==> src/rtl/ascii_cmd_parser_if.sv <==
// Byte-stream in / command-result out bundle between the UART RX side and
// the ASCII command parser.
interface ascii_cmd_parser_if #(
  parameter int VALUE_W = 14
);
  logic [7:0]         i_Data;
  logic               i_Valid;
  logic [VALUE_W-1:0] o_Value;
  logic               o_Dir;
  logic               o_Done;
  logic               o_Error;
  logic               o_Busy;

  modport master (
    output i_Data, i_Valid,
    input  o_Value, o_Dir, o_Done, o_Error, o_Busy
  );

  modport slave (
    input  i_Data, i_Valid,
    output o_Value, o_Dir, o_Done, o_Error, o_Busy
  );
endinterface

==> src/rtl/ascii_cmd_parser.sv <==
// Assembles "[+|-][spaces]digits[spaces]ENTER" from a UART byte stream into a
// magnitude plus direction, pulsing done on a good command and error otherwise.
//
// state  | meaning
// IDLE   | waiting for first non-space byte of a command
// SIGN   | sign seen, waiting for first digit
// DIGITS | accumulating decimal digits
// TRAIL  | trailing spaces after the number, waiting for ENTER
// ERR    | malformed command, discarding bytes until ENTER
module ascii_cmd_parser #(
  parameter int MAX_DIGITS = 4,
  parameter int VALUE_W    = 14,
  parameter int MAX_VALUE  = 9999
) (
  input  logic          i_Clk,
  input  logic          i_Rst,
  ascii_cmd_parser_if.slave bus
);
  localparam logic [2:0] IDLE   = 3'd0;
  localparam logic [2:0] SIGN   = 3'd1;
  localparam logic [2:0] DIGITS = 3'd2;
  localparam logic [2:0] TRAIL  = 3'd3;
  localparam logic [2:0] ERR    = 3'd4;

  localparam int                 CNT_W = $clog2(MAX_DIGITS + 1);
  localparam logic [CNT_W-1:0]   CNT_MAX = CNT_W'(MAX_DIGITS);
  localparam logic [VALUE_W-1:0] VAL_MAX = VALUE_W'(MAX_VALUE);

  logic [2:0]         state, state_nxt;
  logic [VALUE_W-1:0] acc, acc_nxt;
  logic [CNT_W-1:0]   cnt, cnt_nxt;
  logic               dir_r, dir_nxt;
  logic               commit, fail;
  logic               is_digit, is_plus, is_minus, is_space, is_enter;
  logic [VALUE_W+3:0] prod;
  logic               in_range;

  assign is_digit = (bus.i_Data >= 8'h30) && (bus.i_Data <= 8'h39);
  assign is_plus  = (bus.i_Data == 8'h2B);
  assign is_minus = (bus.i_Data == 8'h2D);
  assign is_space = (bus.i_Data == 8'h20);
  assign is_enter = (bus.i_Data == 8'h0D);

  // Widened so the multiply-accumulate cannot wrap before truncation.
  assign prod = (VALUE_W+4)'(acc) * (VALUE_W+4)'(10) + (VALUE_W+4)'(bus.i_Data[3:0]);
  assign in_range = (acc <= VAL_MAX);

  always_comb begin
    state_nxt = state;
    acc_nxt   = acc;
    cnt_nxt   = cnt;
    dir_nxt   = dir_r;
    commit    = 1'b0;
    fail      = 1'b0;
    if (bus.i_Valid) begin
      case (state)
        IDLE: begin
          if (is_plus || is_minus) begin
            dir_nxt   = is_minus;
            state_nxt = SIGN;
          end else if (is_digit) begin
            acc_nxt   = VALUE_W'(bus.i_Data[3:0]);
            cnt_nxt   = CNT_W'(1);
            dir_nxt   = 1'b0;
            state_nxt = DIGITS;
          end else if (!is_space && !is_enter) begin
            state_nxt = ERR;
          end
        end
        SIGN: begin
          if (is_digit) begin
            acc_nxt   = VALUE_W'(bus.i_Data[3:0]);
            cnt_nxt   = CNT_W'(1);
            state_nxt = DIGITS;
          end else if (is_enter) begin
            fail      = 1'b1;
            state_nxt = IDLE;
          end else if (!is_space) begin
            state_nxt = ERR;
          end
        end
        DIGITS: begin
          if (is_digit) begin
            if (cnt < CNT_MAX) begin
              acc_nxt = prod[VALUE_W-1:0];
              cnt_nxt = cnt + CNT_W'(1);
            end else begin
              state_nxt = ERR;
            end
          end else if (is_space) begin
            state_nxt = TRAIL;
          end else if (is_enter) begin
            commit    = 1'b1;
            state_nxt = IDLE;
          end else begin
            state_nxt = ERR;
          end
        end
        TRAIL: begin
          if (is_enter) begin
            commit    = 1'b1;
            state_nxt = IDLE;
          end else if (!is_space) begin
            state_nxt = ERR;
          end
        end
        ERR: begin
          if (is_enter) begin
            fail      = 1'b1;
            state_nxt = IDLE;
          end
        end
        default: state_nxt = IDLE;
      endcase
    end
  end

  always_ff @(posedge i_Clk) begin
    if (i_Rst) begin
      state       <= IDLE;
      acc         <= '0;
      cnt         <= '0;
      dir_r       <= 1'b0;
      bus.o_Value <= '0;
      bus.o_Dir   <= 1'b0;
      bus.o_Done  <= 1'b0;
      bus.o_Error <= 1'b0;
      bus.o_Busy  <= 1'b0;
    end else begin
      state       <= state_nxt;
      acc         <= acc_nxt;
      cnt         <= cnt_nxt;
      dir_r       <= dir_nxt;
      bus.o_Done  <= commit && in_range;
      bus.o_Error <= fail || (commit && !in_range);
      bus.o_Busy  <= (state_nxt != IDLE);
      if (commit && in_range) begin
        bus.o_Value <= acc;
        bus.o_Dir   <= dir_r;
      end
    end
  end
endmodule
==> src/flat_wrapper.sv <==
// flat-port wrapper written by rule: the top's interface ports become plain ports
module ascii_cmd_parser_flat 
#(
  parameter int MAX_DIGITS = 4,
  parameter int VALUE_W    = 14,
  parameter int MAX_VALUE  = 9999
)
  (i_Clk, i_Rst, bus_i_Data, bus_i_Valid, bus_o_Value, bus_o_Dir, bus_o_Done, bus_o_Error, bus_o_Busy);
  ascii_cmd_parser_if #(.VALUE_W(VALUE_W)) bus_i ();
  input  logic i_Clk;
  input  logic i_Rst;
  input wire logic [$bits(bus_i.i_Data)-1:0] bus_i_Data;
  input wire logic [$bits(bus_i.i_Valid)-1:0] bus_i_Valid;
  output wire logic [$bits(bus_i.o_Value)-1:0] bus_o_Value;
  output wire logic [$bits(bus_i.o_Dir)-1:0] bus_o_Dir;
  output wire logic [$bits(bus_i.o_Done)-1:0] bus_o_Done;
  output wire logic [$bits(bus_i.o_Error)-1:0] bus_o_Error;
  output wire logic [$bits(bus_i.o_Busy)-1:0] bus_o_Busy;
  assign bus_i.i_Data = bus_i_Data;
  assign bus_i.i_Valid = bus_i_Valid;
  assign bus_o_Value = bus_i.o_Value;
  assign bus_o_Dir = bus_i.o_Dir;
  assign bus_o_Done = bus_i.o_Done;
  assign bus_o_Error = bus_i.o_Error;
  assign bus_o_Busy = bus_i.o_Busy;
  ascii_cmd_parser #(.MAX_DIGITS(MAX_DIGITS), .VALUE_W(VALUE_W), .MAX_VALUE(MAX_VALUE)) u_core (.i_Clk(i_Clk), .i_Rst(i_Rst), .bus(bus_i));
endmodule
==> config.mk <==
export PLATFORM = sky130hd
export DESIGN_NAME = ascii_cmd_parser_flat
export DESIGN_NICKNAME = d
export VERILOG_FILES = /design/src/rtl/ascii_cmd_parser_if.sv /design/src/rtl/ascii_cmd_parser.sv /design/src/flat_wrapper.sv
export SDC_FILE = /design/constraint.sdc
export NUM_CORES = 1
export LEC_CHECK = 0
export BUFFER_PORTS_ARGS = -buffer_cell sky130_fd_sc_hd__clkbuf_2
export CAP_MARGIN = 10
export CORE_AREA = 4 4 100 102
export CTS_CLUSTER_DIAMETER = 120
export CTS_CLUSTER_SIZE = 8
export DETAILED_ROUTE_END_ITERATION = 6
export DIE_AREA = 0 0 104 106
export PLACE_DENSITY_LB_ADDON = 0.2
export RECOVER_POWER = 25
export SLEW_MARGIN = 20
export SYNTH_ARGS = -nofsm -noshare
export SYNTH_HDL_FRONTEND = slang
export SYNTH_SLANG_ARGS = --single-unit
==> constraint.sdc <==
create_clock -name i_Clk -period 4.2 [get_ports i_Clk]
set_input_delay 0.21 -clock i_Clk [delete_from_list [all_inputs] [get_ports i_Clk]]
set_output_delay 0.21 -clock i_Clk [all_outputs]
set_load 0.03 [all_outputs]
Yosys cells after proc, flatten, opt, wreduce, memory -nomap -nowiden
Index checks and enable logic that the tools add are counted.
{ "op_classes": {"n_addsub": 2, "mul": 1, "n_div": 0, "order_cmp": 4, "n_eq_ne": 11, "shifts": 0, "mux": 33, "bitwise": 0, "n_reduce_logical": 15} }
{ "op_table": {"columns": ["op", "n"], "rows": [
  ["two-way mux 14 bit", 4],
  ["two-way mux 3 bit", 16],
  ["case mux 14 bit (3 select lines)", 1],
  ["== test 8 x 6 -> 1 bit, second input constant", 3],
  ["case mux 3 bit (5 select lines)", 1],
  ["adder 14 x 4 -> 14 bit", 1],
  ["less-or-equal comparator 14 bit, second input constant", 1],
  ["multiplier 14 x 3 -> 13 bit, second input constant", 1],
  ["case mux 3 bit (3 select lines)", 1],
  ["== test 8 x 4 -> 1 bit, second input constant", 1],
  [">= comparator 8 x 6 -> 1 bit, second input constant", 1],
  ["less-or-equal comparator 8 x 6 -> 1 bit, second input constant", 1],
  ["two-way mux 1 bit", 8],
  ["== test 3 x 2 -> 1 bit, second input constant", 2],
  ["nonzero test 3 bit", 2],
  ["AND reduction 5 bit", 1],
  ["logical AND 1 bit", 4],
  ["inequality test 2 x 1 -> 1 bit, second input constant", 2],
  ["case mux 1 bit (2 select lines)", 2],
  ["adder 3 x 1 -> 3 bit, second input constant", 1],
  ["== test 3 x 1 -> 1 bit, second input constant", 1],
  ["== test 3 bit, second input constant", 1],
  ["zero test 1 bit", 3],
  ["zero test 3 bit", 1],
  ["5 further kinds", 6]
]} }
{ "totals": {"regBits": 39, "latch_bits": 0, "mem_bits_rw": 0, "romBits": 0, "inputBits": 11, "out_inout_bits": 18, "elab_cells": 75, "mem_count": 0} }

Longest topological paths before layout
{ "depth": {"depth_word": 9, "ltp_mapped": 9, "ltp_nobuf": 9} }

Worst setup path before layout
OpenSTA, ideal clock, no wires.
{ "synth_path": {"path_kind": "register to register", "from": "register u_core.acc[1]", "to": "register u_core.acc[11]", "setup_time_ps": 117, "arrival_time_ps": 2593, "required_ps": 4083, "setup_slack_ps": 1490, "path_stages_with_launch": 10, "path_buffers": 0, "period_less_slack_ps": 2710, "cell_sequence": "dfxtp_1 ha_1 ha_1 fa_1 a21oi_1 nor3_1 or4b_4 o21ai_4 o21ai_1 a32o_1"} }
{ "synth_between": {"elab_chain_len": 5} }
{ "synth_rtl": {"columns": ["item", "line", "source"], "rows": [
  ["start, declared", "ascii_cmd_parser.sv:30", "logic [VALUE_W-1:0] acc, acc_nxt;"],
  ["start signal, assigned", "ascii_cmd_parser.sv:131", "acc <= acc_nxt;"],
  ["multiplier 14 x 3 -> 13 bit", "ascii_cmd_parser.sv:45", "assign prod = (VALUE_W+4)'(acc) * (VALUE_W+4)'(10) + (VALUE_W+4)'(bus.i_Data[3:0]);"],
  ["adder 14 x 4 -> 14 bit", "ascii_cmd_parser.sv:45", null],
  ["two-way mux 14 bit", "ascii_cmd_parser.sv:84", "if (cnt < CNT_MAX) begin"],
  ["two-way mux 14 bit", "ascii_cmd_parser.sv:83", "if (is_digit) begin"],
  ["case mux 14 bit (3 select lines)", "ascii_cmd_parser.sv:56", "case (state)"]
]} }
Every way passes these cells. The select of a mux whose other input is x is not followed.
A chain may end at the register's enable or synchronous reset.

Worst setup path after layout
Ends and elaborated chain as after synthesis.

==> results.yml <==
final_layout:
  drive_gt1_frac: 0.1121
  layout.nets: 383
  final_common_cell: "nand2_1"
  multi_input_area_mm2: 0.001782
  regArea_um2: 780.7
  n_antenna_cell: 0
  final_area_mm2: 0.002987
  area_growth_syn_to_layout_pct: 12.07
  fill_cells: 986
  final_cell_mix: "55 x nand2_1, 39 x dfxtp_1, 34 x a21oi_1"
global_routing:
  grt_pass1_wl_mm: 11.47
  track_usage: 0.1259
  grt_pass1_vias: 2261
  grt_start_max_net_pins: 39
  gr-total-overflow: 0
  antenna_found_initial: 0
sta:
  worst-slew-pin-transition_ns: 0.9770
  final.setup.tns_ns: 0
  period_share: 0.7009
  drv_slew: 0
  finClkSkew_ns: 0.01068
  finalSetupViolCount: 0
  period_needed_ns: 2.944
  slew_headroom: 0.3463
  hold_viol_final: 0
  rsz0062_at_grt: "false"
  max_freq_mhz: 339.7
  whs_ns: 0.2400
routing:
  drcViolationCount: 0
  via_per_inst: 5.096
  vias: 2339
  drt_iter0_markers: 132
  dr.pass1.iters: 4
  wl_per_cell_um: 14.59
  ant_nets: 0
  wirelength_mm: 6.699
yosys:
  ys_ff_latch: 39
  syn_nets: 364
  syn_avg_cell_area_um2: 8.125
  ys.warnings.count: 0
  ys.flop_type: "dfxtp_1"
  async_flop_share: 0
  synth_area_mm2: 0.002665
  ys_seq_area_frac: 0.2930
  synthCells: 328
  synth_edf_count: 0
  yosysUniqueCellTypes: 69
worst_setup_path:
  slowest_delay_ns: 0.57
  required_ns: 4.38
  crit_top_cell: "ha_1"
  critPathCaptureType: "flop"
  critical-path-slowest-cell: "or4b_4"
  crit_type: "reg -> reg"
  start_kind: "flop"
  path_max_fanout: 6
  crit_arrival_ns: 3.12
  path_cells: "ha_1 > ha_1 > fa_1 > a21oi_1 > nor3_1 > or4b_4 > o21ai_4 > o21ai_1 > a32o_1"
run_status:
  status: "completed"
clocking:
  cts.sinks: 39
  cts_setup_buffers: 0
  cts_resized: 0
  clkTransAtPathRegs_ns: 0.07
  clk_path_buf_depth: 2
  clkLatencyLatePin_ns: 0.29
  htree_num_levels: 2
  cts_hold_buf: 0
  cts-root-buf: "clkbuf_8"
  cts-buffers-inserted: 5
  tritoncts: "yes"
floorplanning:
  num_rows: 35
  core_mm2: 0.009109
  die_x_um: 104
  die-area_mm2: 0.01102
  die_h_um: 106
  start_util: 0.2926
  io_pins: 29
placement:
  place_hpwl_mm: 5.162
  dpl-instance-area_mm2: 0.002872
  place.gp.congestion: 0.8021
  io_buffers: 28
power:
  irDropWorstVdd_uv: 113.0
  p_per_area_mw_per_mm2: 262.3
  p_leak_nw: 1.106
min_path:
  holdCritPathClass: "in -> reg"
job:
  max_cap_viol_count: 0
-- synthesized netlist by cell type (2+ instances only) --
cell,n,area (um2)
a21o_1,2,15.01
nor2_1,21,78.83
mux2i_1,2,20.02
buf_2,2,10.01
nand3_1,9,45.04
a2111oi_0,2,17.52
nand4_1,2,12.51
nor3_1,9,45.04
and2_1,2,12.51
dfxtp_1,39,780.8
a211o_1,2,17.52
nand2_1,55,206.5
o21bai_1,2,15.01
nor4_1,4,25.02
nor2b_1,4,25.02
xnor2_1,5,43.79
ha_1,23,287.8
a211oi_1,3,22.52
a31oi_1,3,18.77
clkbuf_1,13,48.80
nor4b_1,2,17.52
o21ai_0,12,60.06
or4_1,2,15.01
xor2_1,6,52.55
nor3b_1,2,15.01
or3_1,4,25.02
a22oi_1,3,22.52
a21oi_1,34,170.2
o31ai_1,2,15.01
and3_1,2,12.51
fa_1,2,40.04
nand4b_1,3,26.28
inv_1,8,30.03
o21ai_1,2,10.01
o211ai_1,5,37.54
or2_2,2,12.51
-- per-stage QoR --
step | instances | worst slack, ns | utilization | power (mW)
2_1_floorplan | 328 | 1.490 | - | 0.4124
3_3_place_gp | 451 | 1.333 | 0.3152 | 0.4258
3_5_place_dp | 451 | 1.253 | 0.3152 | 0.4259
4_1_cts | 459 | 1.234 | 0.3298 | 0.7925
5_1_grt | 459 | 0.9626 | 0.3279 | 0.8215
6_report | 459 | 1.256 | 0.3279 | 0.7835
-- power breakdown --
part,switching [mW],internal (mW),leakage (nW),total (mW)
clock,0.129,0.237,0.0654,0.366
sequential,0.00270,0.372,0.315,0.374
combinational,0.0281,0.0148,0.726,0.0429
total,0.160,0.624,1.11,0.784
-- critical path: cells and delay by family, from the launching register on --
family	cells	cell delay (ns)
simple gates	2	0.67
compound gates	4	0.79
fa+ha+maj	3	0.95
flops	1	0.42
-- sequential cells by signal (all words and copies together) (netlist names), 3 cells and up --
| signal | count |
|---|---|
| u_core.cnt | 3 |
| u_core.acc | 14 |
| u_core.bus.o_Value | 14 |
| u_core.state | 3 |
-- final timing paths --
check / start / end / slack [ns] / cells after the start
worst min-delay path: bus_i_Data[0] / u_core.acc[0] / 0.24 / 3
worst min register to register: u_core.bus.o_Value[7] / u_core.bus.o_Value[7] / 0.45 / 2
worst max-delay path: u_core.acc[1] / u_core.acc[11] / 1.26 / 9
worst max register to register: u_core.acc[1] / u_core.acc[11] / 1.26 / 9
-- kinds of logic after synthesis --
family,synth area share
compound gates,0.2272
xor+xnor,0.03615
fa+ha+maj,0.1230
buf+inv,0.03850
flops,0.2930
mux,0.01174
simple gates,0.2704
-- layout make-up --
type,count,share of cell area
clock buffers,6,0.02430
well taps,111,0.04650
inverters,8,0.01005
repair buffers,28,0.04106
flip-flops and latches,39,0.2614
clock inverters,2,0.02011
multi-input cells,265,0.5966
-- metal layers --
| layer | vias to the layer above | track usage | part of all wire |
|---|---|---|---|
| li1 | 1238 | - | - |
| met1 | 1052 | 0.1761 | 0.52 |
| met2 | 45 | 0.1978 | 0.44 |
| met3 | 4 | 0.02064 | 0.033 |
| met4 | 0 | 0.03989 | 0.011 |
| met5 | - | 0 | 0 |
No activity file was read; power rests on OpenSTA's default activity.
